===== src/rtl/pwm_duty_ramp.sv =====
// pwm_duty_ramp: slew-limits the duty setpoint that feeds the PWM core.
// A captured target is approached in steps of max(step_size,1). A step is
// taken once every (ramp_div+1) PWM period_end pulses and never passes the
// target. duty_upd marks the first cycle in which a new duty_out is visible.
//
// Handshake: target_load and period_end are single-cycle strobes. Both are
// qualified by ena; they are ignored while ena is low. If the two strobes
// coincide, the load takes priority and the step is dropped.
module pwm_duty_ramp #(
  parameter int DUTY_W = 8,
  parameter int DIV_W  = 8
) (
  input  logic              clk,
  input  logic              rst_n,
  input  logic              ena,
  input  logic [DUTY_W-1:0] target_duty,
  input  logic              target_load,
  input  logic [3:0]        step_size,
  input  logic [DIV_W-1:0]  ramp_div,
  input  logic              period_end,
  output logic [DUTY_W-1:0] duty_out,
  output logic              duty_upd,
  output logic              busy,
  output logic              at_target,
  output logic [1:0]        state_dbg
);

  typedef enum logic [1:0] {
    IDLE      = 2'd0,
    RAMP_UP   = 2'd1,
    RAMP_DOWN = 2'd2
  } state_t;

  state_t            state, state_n;
  logic [DUTY_W-1:0] target_q, target_n;
  logic [DUTY_W-1:0] duty_n;
  logic [DIV_W-1:0]  presc, presc_n;
  logic              upd_n;

  // One extra bit so the sum and difference cannot wrap at either end.
  logic [DUTY_W:0]   step_w;
  logic [DUTY_W:0]   up_sum;
  logic [DUTY_W:0]   dn_diff;
  logic [DUTY_W-1:0] stepped;

  // Candidate duty value after one step toward the target, clamped at the target.
  always_comb begin
    step_w       = '0;
    step_w[3:0]  = (step_size == 4'd0) ? 4'd1 : step_size;
    up_sum       = {1'b0, duty_out} + step_w;
    dn_diff      = {1'b0, duty_out} - step_w;
    stepped      = duty_out;
    if (state == RAMP_UP) begin
      stepped = (up_sum >= {1'b0, target_q}) ? target_q : up_sum[DUTY_W-1:0];
    end else if (state == RAMP_DOWN) begin
      stepped = (dn_diff[DUTY_W] || (dn_diff[DUTY_W-1:0] <= target_q))
                ? target_q : dn_diff[DUTY_W-1:0];
    end
  end

  // Next-state logic: a load beats a step, and ena low freezes everything.
  always_comb begin
    state_n  = state;
    target_n = target_q;
    duty_n   = duty_out;
    presc_n  = presc;
    upd_n    = 1'b0;
    if (ena) begin
      if (target_load) begin
        target_n = target_duty;
        presc_n  = '0;
        if (target_duty > duty_out) begin
          state_n = RAMP_UP;
        end else if (target_duty < duty_out) begin
          state_n = RAMP_DOWN;
        end else begin
          state_n = IDLE;
        end
      end else if (period_end && (state != IDLE)) begin
        if (presc == ramp_div) begin
          presc_n = '0;
          duty_n  = stepped;
          upd_n   = 1'b1;
          if (stepped == target_q) begin
            state_n = IDLE;
          end
        end else begin
          presc_n = presc + 1'b1;
        end
      end
    end
  end

  // State and datapath registers with asynchronous reset.
  always_ff @(posedge clk or negedge rst_n) begin
    if (!rst_n) begin
      state    <= IDLE;
      target_q <= '0;
      duty_out <= '0;
      presc    <= '0;
      duty_upd <= 1'b0;
    end else begin
      state    <= state_n;
      target_q <= target_n;
      duty_out <= duty_n;
      presc    <= presc_n;
      duty_upd <= upd_n;
    end
  end

  // Status flags decoded from registered state only.
  assign busy      = (state == RAMP_UP) || (state == RAMP_DOWN);
  assign at_target = (duty_out == target_q);
  assign state_dbg = state;

endmodule


===== config.mk =====
export PLATFORM = sky130hd
export DESIGN_NAME = pwm_duty_ramp
export DESIGN_NICKNAME = d
export VERILOG_FILES = /design/src/rtl/pwm_duty_ramp.sv
export SDC_FILE = /design/constraint.sdc
export NUM_CORES = 1
export LEC_CHECK = 0
export CORE_MARGIN = 10
export CORE_UTILIZATION = 45
export CTS_BUF_LIST = sky130_fd_sc_hd__clkbuf_16
export DETAILED_ROUTE_END_ITERATION = 8
export GPL_ROUTABILITY_DRIVEN = 0
export PLACE_DENSITY = 0.74
export SYNTH_ARGS = -nofsm -noshare
export SYNTH_HDL_FRONTEND = slang
export SYNTH_SLANG_ARGS = --single-unit

===== constraint.sdc =====
create_clock -name clk -period 5.03 [get_ports clk]
set_input_delay 1.509 -clock clk [delete_from_list [all_inputs] [get_ports clk]]
set_output_delay 1.509 -clock clk [all_outputs]
set_load 0.02 [all_outputs]

### Yosys cells after proc, flatten, opt, wreduce, memory -nomap -nowiden

Cells that the tools add are included.

* $add $sub $neg: 3
* order comparisons: 4
* equality and inequality tests: 5
* mux-type cells: 18
* bitwise logic cells: 1
* reductions and logical operators: 12

Operators by type and width (count)
* $mux 8: 7
* $eq 8x8->1: 3
* $mux 2: 6
* $add 8x4->9: 1
* $ge 9x8->1: 1
* $sub 8x4->9: 1
* $add 8x1->8 const B: 1
* $gt 8x8->1: 1
* $le 8x8->1: 1
* $lt 8x8->1: 1
* $reduce_and 4->1: 2
* $reduce_bool 2->1: 4
* $logic_not 4->1: 1
* $mux 1: 4
* $mux 4: 1
* $reduce_and 2->1: 2
* $eq 2x1->1 const B: 1
* $eq 2x2->1 const B: 1
* $logic_or 1x1->1: 2
* $logic_and 1x1->1: 1
* $not 1->1: 1

* flip-flop bits (word level): 27
* output and inout bits: 13
* word-level logic and storage cells: 48

### Longest topological paths before layout

* depth in word-level cells: 13
* mapped depth: 20
* gate-level depth less buffers: 19

### Worst setup path before layout

Ideal clock, no wire load.

* path kind: input-to-reg
* start: input port step_size[2]
* end: register state[0] (netlist: state_dbg[0])
* arrival: 5.045 ns
* path slack: -0.135 ns
* stages: 19
* path buffers: 1
* path through: inv_1 > a31o_2 > ha_1 > fa_1 > nand2b_1 > a21oi_1 > and3_1 > xnor2_1 > inv_1 > ha_1 > a21o_1 > a221oi_1 > and2_1 > buf_2 > mux2i_1 > a221oi_2 > xnor2_1 > nand4b_1 > a31o_1

* cells in the longest elaborated chain, start to end: 11
* elaborated cells between the ends (all ways): 14
* classes of those cells: add/sub: 2; order compare: 2; eq/ne: 1; mux: 5; reduce/logical: 4

Ends and longest elaborated chain
* from (decl): RTL line 18 `input logic [3:0] step_size,`
* $logic_not 4->1: RTL line 49 `step_w[3:0] = (step_size == 4'd0) ? 4'd1 : step_size;`
* $mux 4 *: RTL line 49
* $sub 8x4->9: RTL line 51 `dn_diff = {1'b0, duty_out} - step_w;`
* $le 8x8->1: RTL line 56 `stepped = (dn_diff[DUTY_W] || (dn_diff[DUTY_W-1:0] <= target_q))`
* $logic_or 1x1->1: RTL line 56
* $mux 8: RTL line 57 `? target_q : dn_diff[DUTY_W-1:0];`
* $mux 8: RTL line 55 `end else if (state == RAMP_DOWN) begin`
* $mux 8 *: RTL line 53 `if (state == RAMP_UP) begin`
* $eq 8x8->1 *: RTL line 84 `if (stepped == target_q) begin`
* $reduce_bool 2->1 (no source line) *
* $reduce_and 4->1 (no source line) *
* to (signal assigned): RTL line 103 `state <= state_n;`
* to (decl): RTL line 34 `state_t state, state_n;`

Every way passes the cells marked *; elsewhere a longest branch is shown, timed or not.
A chain may end at the register's enable or synchronous reset.

### Final worst setup path

Ends and elaborated chain as after synthesis.

==> results.py <==
metrics = {
    "cells_and_area": {
        "multi_input_area_mm2": 0.002426,
        "n_antenna_cell": 0,
        "area_delta_synth_final_pct": 40.05,
        "final_nets": 518,
        "fillers": 530,
        "seq_area_um2": 675.6,
        "drive_above_1_share_pct": 24.45,
        "layoutNonFillerInstCount": 531,
    },
    "worst_setup_path": {
        "critPathRequiredTime_ns": 5.18,
        "path_max_fanout": 5,
        "r2r-start": "duty_out[1]",
        "reg2reg_depth": 14,
        "reg2reg_slack_ns": 0.90,
        "regToRegEndpoint": "state_dbg[0]",
        "cp.arrival_ns": 5.10,
        "end_kind": "flop",
        "crit_type": "input port to flop",
        "cp-start-kind": "input port",
    },
    "pwr": {
        "swShare_pct": 37.21,
        "power_frac_comb_pct": 45.1,
        "internal_power_w": 0.0005022,
        "p_per_area_mw_per_mm2": 191.2,
        "worst_ir_drop_vdd_mv": 0.1822,
        "switching_power_w": 0.0002976,
        "seqPwrFrac_pct": 32.1,
        "clkPwrFrac_pct": 22.7,
        "p_leak_nw": 1.835,
    },
    "detailed_routing": {
        "ant_nets": 0,
        "vias": 3269,
        "drt-pass1-iter-count": 5,
        "wirelength_mm": 10.16,
        "drc": 0,
        "first_iter_violations": 400,
        "wl_per_cell_um": 19.14,
        "vias_per_cell": 6.156,
    },
    "yosys": {
        "ys_ff_latch": 27,
        "synth.area.mux_share_pct": 1.760,
        "async_reset_ff_share_pct": 100.0,
        "synth-simple-area-share_pct": 17.85,
        "syn_area_mm2": 0.002987,
        "postSynthCellCount": 370,
        "synthXorXnorAreaFrac_pct": 8.798,
        "synth_edf_count": 0,
        "syn_nets": 433,
        "yosys.cell_types.count": 58,
        "syn_area_per_cell_um2": 8.072,
        "synth-main-ff-cell": "dfrtp_1",
        "synth_compound_area_share_pct": 26.23,
        "synth.yosys.seq_area_share_pct": 22.62,
        "yosysWarnings": 0,
        "synthAdderAreaFrac_pct": 16.42,
        "synth_top_family_by_area": "compound AO/OA/AOI/OAI gates",
    },
    "grt": {
        "grt_busiest_layer": "met2",
        "antenna_found_initial": 0,
        "grt_use_met1_pct": 25.57,
        "gr-total-overflow": 0,
        "track_usage_pct": 19.09,
        "grt_max_degree": 28,
        "grt_util_met2_pct": 30.03,
        "use_met3_pct": 3.880,
        "grt_pass1_wl_mm": 16.11,
        "grt_pass1_vias": 3250,
    },
    "sta": {
        "max-slew-margin-rel_pct": 51.47,
        "drv_slew": 0,
        "finalHoldViolCount": 0,
        "setup_viol": 0,
        "finalCritPeriodShare_pct": 98.41,
        "max_freq_mhz": 202.0,
        "clock_skew_ns": 0.003970,
        "worstMarginPinSlew_ns": 0.7212,
        "holdWs_ns": 0.5574,
        "fin_crit_ns": 4.950,
    },
    "cts": {
        "cts_tree": "done",
        "clockBufferDepth": 2,
        "cts_buffers": 3,
        "cts_max_level": 1,
        "worstSkewPairLatency_ns": 0.26,
        "clock-root-buffer": "clkbuf_16",
        "clk_pin_slew_ns": 0.07,
        "cts_hold_buf": 0,
        "numClockSinks": 27,
    },
    "floorplanning": {
        "core-area_mm2": 0.006386,
        "die_x_um": 101.5,
        "chipHeight_um": 101.5,
        "initial_utilization_pct": 46.77,
        "die_area_mm2": 0.01030,
        "rows": 29,
        "io_pins": 38,
    },
    "placement": {
        "io_buffer_count": 37,
        "dp_cells": 520,
        "dp_hpwl_mm": 7.517,
    },
    "hold_path": {
        "hold_depth": 1,
        "min_to": "presc[3]",
        "min_path_type": "flop to flop",
        "hold_start": "presc[3]",
    },
    "status": {
        "outcome": "completed",
    },
    "run": {
        "cap_violations": 0,
    },
}
registers in the layout, summed over array words and instances, names as in the netlist:
register and count:
duty_out 8, presc 8, target_q 8, duty_upd 1
state_dbg 2
cell families (layout without fill, tap and decap cells):
| logic type | count (synthesis) | after routing |
|---|---|---|
| buffers and inverters | 45 | 129 |
| AND/OR/NAND/NOR | 109 | 109 |
| XOR/XNOR | 30 | 30 |
| AO/OA/AOI/OAI | 116 | 116 |
| flip-flops | 27 | 27 |
| multiplexers | 5 | 5 |
| adder cells (fa/ha/maj) | 38 | 38 |
power groups by stage:
stage / combinational [W] / clock (W) / sequential (W)
floorplan: 0.000185 / 0 / 0.000253
global placement: 0.000301 / 0 / 0.000257
detailed placement: 0.000308 / 0 / 0.000258
CTS: 0.000324 / 0.000183 / 0.000254
global route: 0.000393 / 0.000190 / 0.000259
finish: 0.000361 / 0.000182 / 0.000257
worst max-delay path by stage:
stage	from	slack (ns)	to	cells past startpoint
floorplan	step_size[2]	0.02	state_dbg[0]	19
global placement	step_size[2]	-0.71	state_dbg[1]	19
detailed placement	step_size[2]	-0.80	state_dbg[0]	18
CTS	step_size[2]	0.02	state_dbg[0]	21
global route	step_size[2]	-0.02	state_dbg[0]	19
finish	step_size[2]	0.08	state_dbg[0]	17
metal layers:
layer	wire length [um]	vias to the layer above	share of wire (%)
li1	-	1520	-
met1	4419	1561	43
met2	4698	155	46
met3	772	33	7.6
met4	270	0	2.7
met5	0	-	0
cells in the mapped netlist (all sizes together), types with 4 or more instances:
cell | instances | area, um2
a21o | 5 | 37.54
a21oi | 18 | 90.09
a22oi | 4 | 30.03
a31oi | 6 | 37.54
a32oi | 4 | 35.03
and3 | 6 | 37.54
buf | 6 | 42.54
clkbuf | 8 | 30.03
dfrtp | 27 | 675.7
ha | 36 | 450.4
inv | 30 | 112.6
nand2 | 34 | 127.6
nand2b | 6 | 37.54
nand3 | 10 | 50.05
nand4 | 5 | 31.28
nor2 | 24 | 90.09
nor2b | 5 | 31.28
nor4 | 6 | 37.54
o2111ai | 4 | 35.03
o21a | 4 | 30.03
o21ai | 39 | 195.2
o22a | 5 | 43.79
or3 | 5 | 31.28
xnor2 | 16 | 140.1
xor2 | 14 | 122.6
placed cells by master (no fill, tap or decap), drive strengths merged, types with 2 or more instances in the layout:
cell type      instances
a2111oi                2
a21o                   5
a21oi                 18
a221oi                 3
a22o                   2
a22oi                  4
a31o                   3
a31oi                  6
a32o                   2
a32oi                  4
and3                   6
buf                   57
clkbuf                 6
clkdlybuf4s50         33
dfrtp                 27
fa                     2
ha                    36
inv                   31
mux2                   2
mux2i                  3
nand2                 34
nand2b                 6
nand3                 10
nand4                  5
nor2                  24
nor2b                  5
nor3                   3
nor4                   6
o2111ai                4
o211ai                 2
o21a                   4
o21ai                 39
o221ai                 3
o22a                   5
o32ai                  2
or3                    5
xnor2                 16
xor2                  14
timing repair:
item	in CTS	in global routing
gates cloned	0	0
resized for setup	30	40
setup endpoints to repair	10	5
pin swaps	17	35
setup buffers	3	4
per-stage QoR:
stage | setup slack [ns] | total power [W] | utilization, % | TNS [ns] | cell area (um2)
3_5_place_dp | -0.7999 | 0.0005654 | 59.03 | -4.702 | 3770
2_1_floorplan | 0.02049 | 0.0004379 | - | 0 | 3003
6_report | 0.07994 | 0.0007998 | 65.50 | 0 | 4183
3_3_place_gp | -0.7083 | 0.0005581 | 59.03 | -3.915 | 3770
4_1_cts | 0.02348 | 0.0007608 | 62.56 | 0 | 3995
5_1_grt | -0.02179 | 0.0008423 | 65.50 | -0.02824 | 4183
final cells by class:
cell class,count,area share [%]
Timing Repair Buffer,94,18.88
Tap cell,77,2.303
Clock buffer,3,1.795
Multi-Input combinational cell,298,58.00
Inverter,31,2.782
Clock inverter,1,0.08974
Sequential cell,27,16.15
worst max-delay path, cell delays in order:
cell and delay, ns:
clkbuf_2 0.10, inv_2 0.05, buf_4 0.14, ha_4 0.25, or3b_4 0.40, a31oi_4 0.22, o2111ai_2 0.18, xnor2_2 0.25
ha_4 0.25, buf_4 0.15, a221oi_4 0.35, and2_4 0.27, mux2i_4 0.25, a221oi_4 0.09, xnor2_1 0.22, nand4b_1 0.16
a31o_1 0.25
Power figures use the tool's default switching activity.
